File: src/rtl/pulse_detect.sv
// Magnitude-threshold pulse detector on strobed I/Q samples with width qualification and holdoff.
// Define PULSE_DETECT_PEAK_EN to build peak tracking; otherwise pulse_peak is tied to 0.
//
// state     | meaning
// S_IDLE    | waiting for a sample at or above threshold
// S_ABOVE   | inside a pulse, accumulating width (and peak)
// S_HOLDOFF | ignoring HOLDOFF samples after a qualified detection
module pulse_detect #(
  parameter int BIT_WIDTH = 16,
  parameter int CNT_WIDTH = 16,
  parameter int HOLDOFF   = 8
) (
  input  logic                        clock,
  input  logic                        reset,
  input  logic                        enable,
  input  logic                        strobe_in,
  input  logic signed [BIT_WIDTH-1:0] i_in,
  input  logic signed [BIT_WIDTH-1:0] q_in,
  input  logic        [BIT_WIDTH:0]   threshold,
  input  logic        [CNT_WIDTH-1:0] min_width,
  output logic                        detect,
  output logic        [CNT_WIDTH-1:0] pulse_width,
  output logic        [BIT_WIDTH:0]   pulse_peak,
  output logic        [CNT_WIDTH-1:0] timestamp,
  output logic                        busy
);

  localparam int HW = (HOLDOFF < 2) ? 1 : $clog2(HOLDOFF + 1);
  localparam logic [BIT_WIDTH:0]   MAG_ONE   = 1;
  localparam logic [CNT_WIDTH-1:0] CNT_ONE   = 1;
  localparam logic [HW-1:0]        HOLD_ONE  = 1;
  localparam logic [HW-1:0]        HOLD_LOAD = HW'(HOLDOFF);

  typedef enum logic [1:0] {S_IDLE, S_ABOVE, S_HOLDOFF} state_t;

  state_t               state;
  logic [BIT_WIDTH:0]   i_ext, q_ext, i_abs, q_abs;
  logic [BIT_WIDTH:0]   mag;
  logic                 mag_valid;
  logic [CNT_WIDTH-1:0] mag_ts;
  logic [CNT_WIDTH-1:0] sample_cnt;
  logic [CNT_WIDTH-1:0] width;
  logic [CNT_WIDTH-1:0] start_ts;
  logic [CNT_WIDTH-1:0] min_eff;
  logic [HW-1:0]        hold_cnt;
  logic                 above;

  // One extra bit so that the most negative input has a representable magnitude.
  assign i_ext   = {i_in[BIT_WIDTH-1], i_in};
  assign q_ext   = {q_in[BIT_WIDTH-1], q_in};
  assign i_abs   = i_in[BIT_WIDTH-1] ? (~i_ext + MAG_ONE) : i_ext;
  assign q_abs   = q_in[BIT_WIDTH-1] ? (~q_ext + MAG_ONE) : q_ext;
  assign above   = (mag >= threshold);
  assign min_eff = (min_width == '0) ? CNT_ONE : min_width;

  always_ff @(posedge clock) begin
    if (reset) begin
      mag        <= '0;
      mag_valid  <= 1'b0;
      mag_ts     <= '0;
      sample_cnt <= '0;
    end else begin
      mag_valid <= strobe_in;
      if (strobe_in) begin
        mag        <= i_abs + q_abs;
        mag_ts     <= sample_cnt;
        sample_cnt <= sample_cnt + CNT_ONE;
      end
    end
  end

  always_ff @(posedge clock) begin
    if (reset) begin
      state       <= S_IDLE;
      busy        <= 1'b0;
      detect      <= 1'b0;
      width       <= '0;
      start_ts    <= '0;
      hold_cnt    <= '0;
      pulse_width <= '0;
      timestamp   <= '0;
    end else begin
      detect <= 1'b0;
      if (!enable) begin
        state <= S_IDLE;
        busy  <= 1'b0;
      end else if (mag_valid) begin
        case (state)
          S_IDLE: begin
            if (above) begin
              state    <= S_ABOVE;
              busy     <= 1'b1;
              width    <= CNT_ONE;
              start_ts <= mag_ts;
            end
          end
          S_ABOVE: begin
            if (above) begin
              if (width != '1) width <= width + CNT_ONE;
            end else if (width >= min_eff) begin
              state       <= S_HOLDOFF;
              hold_cnt    <= HOLD_LOAD;
              detect      <= 1'b1;
              pulse_width <= width;
              timestamp   <= start_ts;
            end else begin
              state <= S_IDLE;
              busy  <= 1'b0;
            end
          end
          S_HOLDOFF: begin
            // A load of 0 behaves like 1: leave on the first holdoff sample.
            if (hold_cnt <= HOLD_ONE) begin
              state <= S_IDLE;
              busy  <= 1'b0;
            end else begin
              hold_cnt <= hold_cnt - HOLD_ONE;
            end
          end
          default: begin
            state <= S_IDLE;
            busy  <= 1'b0;
          end
        endcase
      end
    end
  end

`ifdef PULSE_DETECT_PEAK_EN
  logic [BIT_WIDTH:0] peak;

  always_ff @(posedge clock) begin
    if (reset) begin
      peak       <= '0;
      pulse_peak <= '0;
    end else if (enable && mag_valid) begin
      if (state == S_IDLE && above) begin
        peak <= mag;
      end else if (state == S_ABOVE) begin
        if (above) begin
          if (mag > peak) peak <= mag;
        end else if (width >= min_eff) begin
          pulse_peak <= peak;
        end
      end
    end
  end
`else
  assign pulse_peak = '0;
`endif

endmodule

File: config.mk
export PLATFORM = sky130hd
export DESIGN_NAME = pulse_detect
export DESIGN_NICKNAME = d
export VERILOG_FILES = /design/src/rtl/pulse_detect.sv
export SDC_FILE = /design/constraint.sdc
export NUM_CORES = 1
export LEC_CHECK = 0
export CAP_MARGIN = 10
export CELL_PAD_IN_SITES_DETAIL_PLACEMENT = 1
export CELL_PAD_IN_SITES_GLOBAL_PLACEMENT = 1
export CORE_MARGIN = 8
export CORE_UTILIZATION = 30
export CTS_CLUSTER_DIAMETER = 60
export CTS_CLUSTER_SIZE = 24
export DETAILED_ROUTE_END_ITERATION = 8
export PLACE_DENSITY_LB_ADDON = 0.1
export SLEW_MARGIN = 20
export SYNTH_ARGS = -nofsm -noshare
export SYNTH_HDL_FRONTEND = slang
export SYNTH_SLANG_ARGS = --single-unit
File: constraint.sdc
create_clock -name clock -period 6.2 [get_ports clock]
set_input_delay 1.86 -clock clock [delete_from_list [all_inputs] [get_ports clock]]
set_output_delay 1.86 -clock clock [all_outputs]
set_load 0.005 [all_outputs]
==> results of run 1 <==
stage by stage:
| stage | utilization, % | instance area [µm²] |
|---|---|---|
| after floorplan | - | 7480 |
| after global placement | 35.5 | 8640 |
| after detailed placement | 35.5 | 8640 |
| after CTS | 37.9 | 9220 |
| after global routing | 37.9 | 9220 |
| final | 37.9 | 9220 |
critical path: stages:
cell and delay, ps:
clkdlybuf4s50_1 450, or3_1 430, nor3_1 350, nand2_1 120, o21ai_0 210, xnor2_1 90
ha_1 370, nand2_1 90, a2111oi_0 630, nor2_1 160, a21oi_1 180, o21ai_0 90
a31o_2 230
cell usage in the layout (no fill, tap or decap), types with 15 or more instances in the layout:
| cell | instances |
|---|---|
| dfxtp_1 | 122 |
| nor2_1 | 83 |
| clkdlybuf4s50_1 | 100 |
| xnor2_1 | 35 |
| o21ai_0 | 22 |
| inv_1 | 52 |
| conb_1 | 17 |
| nand4_1 | 23 |
| a21oi_1 | 32 |
| nor4_1 | 28 |
| mux2i_1 | 59 |
| nor3_1 | 19 |
| a31o_2 | 15 |
| ha_1 | 55 |
| nand2_1 | 92 |
| nand3_1 | 35 |
| clkbuf_16 | 17 |
sequential cells by signal (all words and copies together) (netlist names), 2 cells and up:
name and count:
start_ts 16, pulse_width 16, hold_cnt 4, state 2, mag_ts 16, timestamp 16
sample_cnt 16, mag 17, width 16
cell usage after synthesis, types with 3 or more instances:
master,count
dfxtp_1,122
nand2_1,92
nor2_1,83
mux2i_1,59
ha_1,55
inv_1,52
clkbuf_1,36
nand3_1,35
xnor2_1,35
a21oi_1,32
nor4_1,28
nand4_1,23
o21ai_0,22
nor3_1,19
buf_4,18
a31o_2,15
o211ai_1,12
o31ai_1,12
xor2_1,12
nor2b_1,10
a211oi_1,9
and3_1,8
nor3b_1,8
nand2b_1,7
or3_1,6
o22ai_1,5
a21o_1,4
a31oi_1,4
and4_1,4
buf_2,4
nor4b_1,4
o221ai_1,4
o41ai_1,4
a211o_1,3
a21boi_0,3
buf_1,3
or2_2,3
power groups by stage:
stage	clock network, µW	registers (µW)	logic (µW)
final	965	817	359
after CTS	995	817	368
after detailed placement	0	834	366
after global routing	1040	819	411
after floorplan	0	829	254
after global placement	0	834	364
logic make-up (layout without fill, tap and decap cells):
family / after synthesis / in the layout
AOI/OAI and AO/OA: 150 / 150
xor gates and xnor gates: 47 / 47
adders and majority gates: 56 / 56
buffers and inverters: 116 / 197
DFF: 122 / 122
muxes: 59 / 59
other: 1 / 17
and+or+nand+nor: 338 / 338
worst min-delay path by stage:
stage / start / to / slack (ps) / cells past startpoint
after floorplan: start_ts[0] / timestamp[0] / 440 / 2
after global placement: timestamp[6] / timestamp[6] / 450 / 2
after detailed placement: timestamp[5] / timestamp[5] / 450 / 2
after CTS: timestamp[5] / timestamp[5] / 460 / 2
after global routing: timestamp[14] / timestamp[14] / 470 / 2
final: timestamp[5] / timestamp[5] / 450 / 2
routing by layer:
metal / share of wire (%) / up-vias
met3: 3.2 / 25
met5: 0 / -
li1: - / 3332
met1: 49 / 3117
met2: 46 / 107
met4: 1.8 / 0
layout make-up:
cell class | instances | area share [%]
well taps | 324 | 4.40
inverters | 53 | 2.16
clock inverters | 14 | 1.49
multi-input cells | 667 | 48.9
flip-flops and latches | 122 | 26.5
clock buffers | 18 | 4.76
repair buffers | 112 | 11.8
==> flow_summary.json, run 1 <==
{
  "synth_flop_cell": "dfxtp_1",
  "tightest_slew_ps": 1070,
  "hpwlAfterDp_um": 15800,
  "hp-class": "flip-flop to flip-flop",
  "worstSetupEndpointType": "flip-flop",
  "final_nets": 1098,
  "async_flop_share_pct": 0,
  "clock_latency_ps": 420,
  "gr-total-overflow": 0,
  "place_ws_ps": 804,
  "ctsHtreeMaxLevel": 4,
  "gr-usage-met1_pct": 18.5,
  "synth_xor_area_share_pct": 5.55,
  "rrSetupSlack_ps": 3040,
  "period_share_pct": 80.1,
  "drive_gt1_share_pct": 7.10,
  "cts-resized-gates": 0,
  "drt_iter0_drc": 296,
  "use_met2_pct": 23.6,
  "synthAdderAreaFrac_pct": 9.55,
  "rsz0062_at_grt": "no",
  "cts_root_buf": "clkbuf_16",
  "grt.total_usage_pct": 14.4,
  "tns_ps": 0,
  "status": "finished clean",
  "routed_wl_um": 21200,
  "ys_seq_area_share_pct": 32.9,
  "path_class": "primary input to flip-flop",
  "worstReg2RegEnd": "timestamp[15]",
  "rr_startpoint": "state[0]",
  "grt_pass1_wl_um": 35700,
  "met3_usage_pct": 3.22,
  "fp.coreArea_mm2": 0.0243,
  "port_buffers": 102,
  "power_frac_clock_pct": 45.1,
  "avgSynthCellArea_um2": 8.34,
  "synth_top_family_by_area": "simple AND/OR/NAND/NOR gates",
  "ys_seq_elements": 122,
  "ioPinCount": 120,
  "synthesis.instances": 889,
  "initial_core_util_pct": 30.5,
  "comb_power_share_pct": 16.8,
  "placedCellCount": 1278,
  "cts_setup_buffers": 0,
  "vias_per_cell": 5.02,
  "timing.fmax_mhz": 201,
  "finalSetupViolations": 0,
  "ctsHoldBuffers": 0,
  "drv_slew": 0,
  "synth_edf_count": 0,
  "seq_power_share_pct": 38.2,
  "irDropWorstVdd_mv": 0.150,
  "area_growth_pct": 24.3,
  "yosysTopAreaCell": "dfxtp_1",
  "cp.required_ps": 6510,
  "diodes": 0,
  "drc": 0,
  "fp.dieW_um": 173,
  "regArea_mm2": 0.00244,
  "synth-simple-area-share_pct": 22.4,
  "maxSlewHeadroom_pct": 28.9,
  "die_y_um": 173,
  "drt-wirelength-per-cell_um": 16.2,
  "crit_path_start": "q_in[3]",
  "busiest_layer": "met2",
  "finalClockSkew_ps": 15.3,
  "grt_pass1_vias": 6843,
  "power_leakage_uw": 0.00353,
  "antenna_found_initial": 0,
  "grt_max_degree": 97,
  "place_congestion": 0.772,
  "drv_cap": 0,
  "crit_end": "mag[12]",
  "final_cells": 1310,
  "vias": 6581,
  "yosysWarnings": 0,
  "worstRegToRegCells": 6,
  "synth-compound-area-share_pct": 14.5,
  "cts_tree": "yes",
  "syn_area_mm2": 0.00742,
  "power_switching_share_pct": 28.2,
  "synth_top_area_share_pct": 32.9,
  "start_kind": "primary input",
  "fin_total_pwr_uw": 2140,
  "synthTopCellsByArea": "dfxtp_1, ha_1, mux2i_1",
  "dr.pass1.iters": 4,
  "internal_power_uw": 1540,
  "clk_pin_slew_ps": 60,
  "p_sw_uw": 604,
  "hold_violations": 0,
  "p_per_area_mw_per_mm2": 232,
  "num_rows": 57,
  "ant_nets": 0,
  "nFillCells": 2865,
  "cts_max_path_buffers": 2,
  "multi_input_area_mm2": 0.00451,
  "timing.hold.ws_ps": 454,
  "cts.sinks": 122,
  "timing.final.ws_setup_ps": 1230,
  "synthMuxAreaShare_pct": 7.96,
  "cp.arrival_ps": 5280,
  "cts_inserted_buffers": 17,
  "ys_types": 66,
  "die_area_mm2": 0.0300,
  "critPathMaxFanout": 6,
  "fin_crit_ps": 4970
}
(Power assumes the default switching activity.)
==> run 2: changes to the inputs <==
clock period = 4.6 ns   (was 6.2 ns; I/O delays follow)
==> run 2 against run 1 <==
Global-route usage up 0.060 points. Register-to-register slack worse by 1200 ps. Non-clock buffer count up 29. Via count up 1.1%. Setup slack worse by 800 ps. First-iteration DRC count down 3.7%. Clock skew down 5.0 ps. Clock-buffer cell count unchanged. Clock power up 28%. Largest power group unchanged.
==> flow_summary.json, run 2 (synthesis results as in run 1) <==
{
  "worstReg2RegEnd": "timestamp[2]",
  "num_rows": 57,
  "hold_violations": 0,
  "seq_power_share_pct": 38.3,
  "cp.required_ps": 4900,
  "power_switching_share_pct": 27.7,
  "fin_area_mm2": 0.00944,
  "path_delay_family": "compound AO/OA/AOI/OAI gates",
  "p_sw_uw": 795,
  "rrSetupSlack_ps": 1830,
  "cp_slowest_cell": "a2111oi_0",
  "timing.fmax_mhz": 240,
  "cts_root_buf": "clkbuf_16",
  "p_per_area_mw_per_mm2": 304,
  "power_frac_clock_pct": 43.3,
  "ioPinCount": 120,
  "dr.pass1.iters": 4,
  "irDropWorstVdd_mv": 0.179,
  "antenna_found_initial": 0,
  "ant_nets": 0,
  "slowest_delay_ps": 460,
  "status": "finished clean",
  "crit_end": "mag[12]",
  "drv_cap": 0,
  "multi_input_area_mm2": 0.00451,
  "worstSetupEndpointType": "flip-flop",
  "dpl-instance-area_mm2": 0.00889,
  "rsz0062_at_grt": "no",
  "fin_crit_ps": 4170,
  "grt_pass1_wl_um": 36200,
  "hpwlAfterDp_um": 16300,
  "drv_slew": 0,
  "timing.hold.ws_ps": 456,
  "timing.final.ws_setup_ps": 427,
  "start_kind": "primary input",
  "cts_inserted_buffers": 17,
  "grt.total_usage_pct": 14.5,
  "crit_buf_inv": 2,
  "period_share_pct": 90.7,
  "gr-total-overflow": 0,
  "cp.arrival_ps": 4480,
  "maxSlewHeadroom_pct": 29.3,
  "cp.depth": 14,
  "worstRegToRegCells": 8,
  "final_nets": 1127,
  "clk_pin_slew_ps": 60,
  "area_growth_pct": 27.2,
  "drive_gt1_share_pct": 9.57,
  "mostFrequentLayoutCell": "dfxtp_1",
  "place_ws_ps": -7.50,
  "cts.sinks": 122,
  "rr_startpoint": "width[10]",
  "fp.coreArea_mm2": 0.0243,
  "grt_pass1_vias": 6965,
  "initial_core_util_pct": 30.5,
  "port_buffers": 102,
  "cts-resized-gates": 0,
  "die_y_um": 173,
  "finalSetupViolations": 0,
  "critPathMaxFanout": 4,
  "comb_power_share_pct": 18.3,
  "fp.dieW_um": 173,
  "diodes": 0,
  "cts_max_path_buffers": 2,
  "tns_ps": 0,
  "mostFrequentLayoutCells": "dfxtp_1, clkdlybuf4s50_1, nand2_1",
  "hp-class": "flip-flop to flip-flop",
  "fin_total_pwr_uw": 2870,
  "vias_per_cell": 4.97,
  "path_class": "primary input to flip-flop",
  "cts_tree": "yes",
  "place_congestion": 0.782,
  "clock_latency_ps": 410,
  "crit_path_start": "q_in[3]",
  "ctsHoldBuffers": 0,
  "power_leakage_uw": 0.00366,
  "routed_wl_um": 21400,
  "finalClockSkew_ps": 10.4,
  "drt-wirelength-per-cell_um": 16.0,
  "vias": 6655,
  "top_register": "mag",
  "ctsHtreeMaxLevel": 4,
  "largest_reg_flops": 17,
  "path_cells": "clkdlybuf4s50_1, or3_1, nor3_1, nand2_1, o21ai_0, xnor2_1, ha_1, nand2_1, a2111oi_0, buf_4, nor2_1, a21oi_1, o21ai_0, a31o_2",
  "regArea_mm2": 0.00244,
  "grt_max_degree": 97,
  "internal_power_uw": 2080,
  "cts_setup_buffers": 0,
  "tightest_slew_ps": 1060,
  "die_area_mm2": 0.0300,
  "drt_iter0_drc": 285,
  "nFillCells": 2885,
  "drc": 0
}
[run 2: cell count changes in the layout (fill, tap and decap cells not counted), sizes merged]
cell	delta
buf	+29
clkinvlp	+2
inv	-2
clkinv	-1
[run 2: final cells by class]
cell class	instances	share of cell area, %
Timing Repair Buffer	141	14.1
Clock inverter	13	1.27
Sequential cell	122	25.9
Inverter	53	2.11
Clock buffer	18	4.55
Tap cell	324	4.30
Multi-Input combinational cell	667	47.8
[run 2: routing by layer]
layer	wire, µm	track usage (%)	vias up
met5	0	0	-
met1	10300	18.2	3171
met4	194	3.20	0
li1	-	-	3384
met2	10200	24.6	86
met3	671	3.44	14
[run 2: worst min-delay path: stages (launching register included)]
cell,delay (ps)
dfxtp_1,310
nand2_1,50
mux2i_1,50
[run 2: power by group through the flow]
stage	clock network, µW	registers, µW	logic, µW
6_report	1240	1100	526
4_1_cts	1280	1100	536
3_3_place_gp	0	1120	529
3_5_place_dp	0	1120	532
2_1_floorplan	0	1120	343
5_1_grt	1340	1100	594
[run 2: worst min path at each step]
stage | from | endpoint | slack, ps | depth (start not counted)
2_1_floorplan | start_ts[0] | timestamp[0] | 440 | 2
3_3_place_gp | timestamp[2] | timestamp[2] | 440 | 2
3_5_place_dp | timestamp[5] | timestamp[5] | 450 | 2
4_1_cts | timestamp[5] | timestamp[5] | 460 | 2
5_1_grt | timestamp[3] | timestamp[3] | 480 | 2
6_report | timestamp[5] | timestamp[5] | 460 | 2
[run 2: per-stage QoR]
step / cells / utilization (%)
finish: 1338 / 38.8
floorplan: 905 / -
global route: 1338 / 38.8
detailed placement: 1307 / 36.5
CTS: 1338 / 38.8
global placement: 1307 / 36.5
==> run 3: changes to the inputs <==
ABC_AREA = 0   (was unset)
==> results of run 3 <==
Final layout, timing and power as in run 2 (identical DEF).
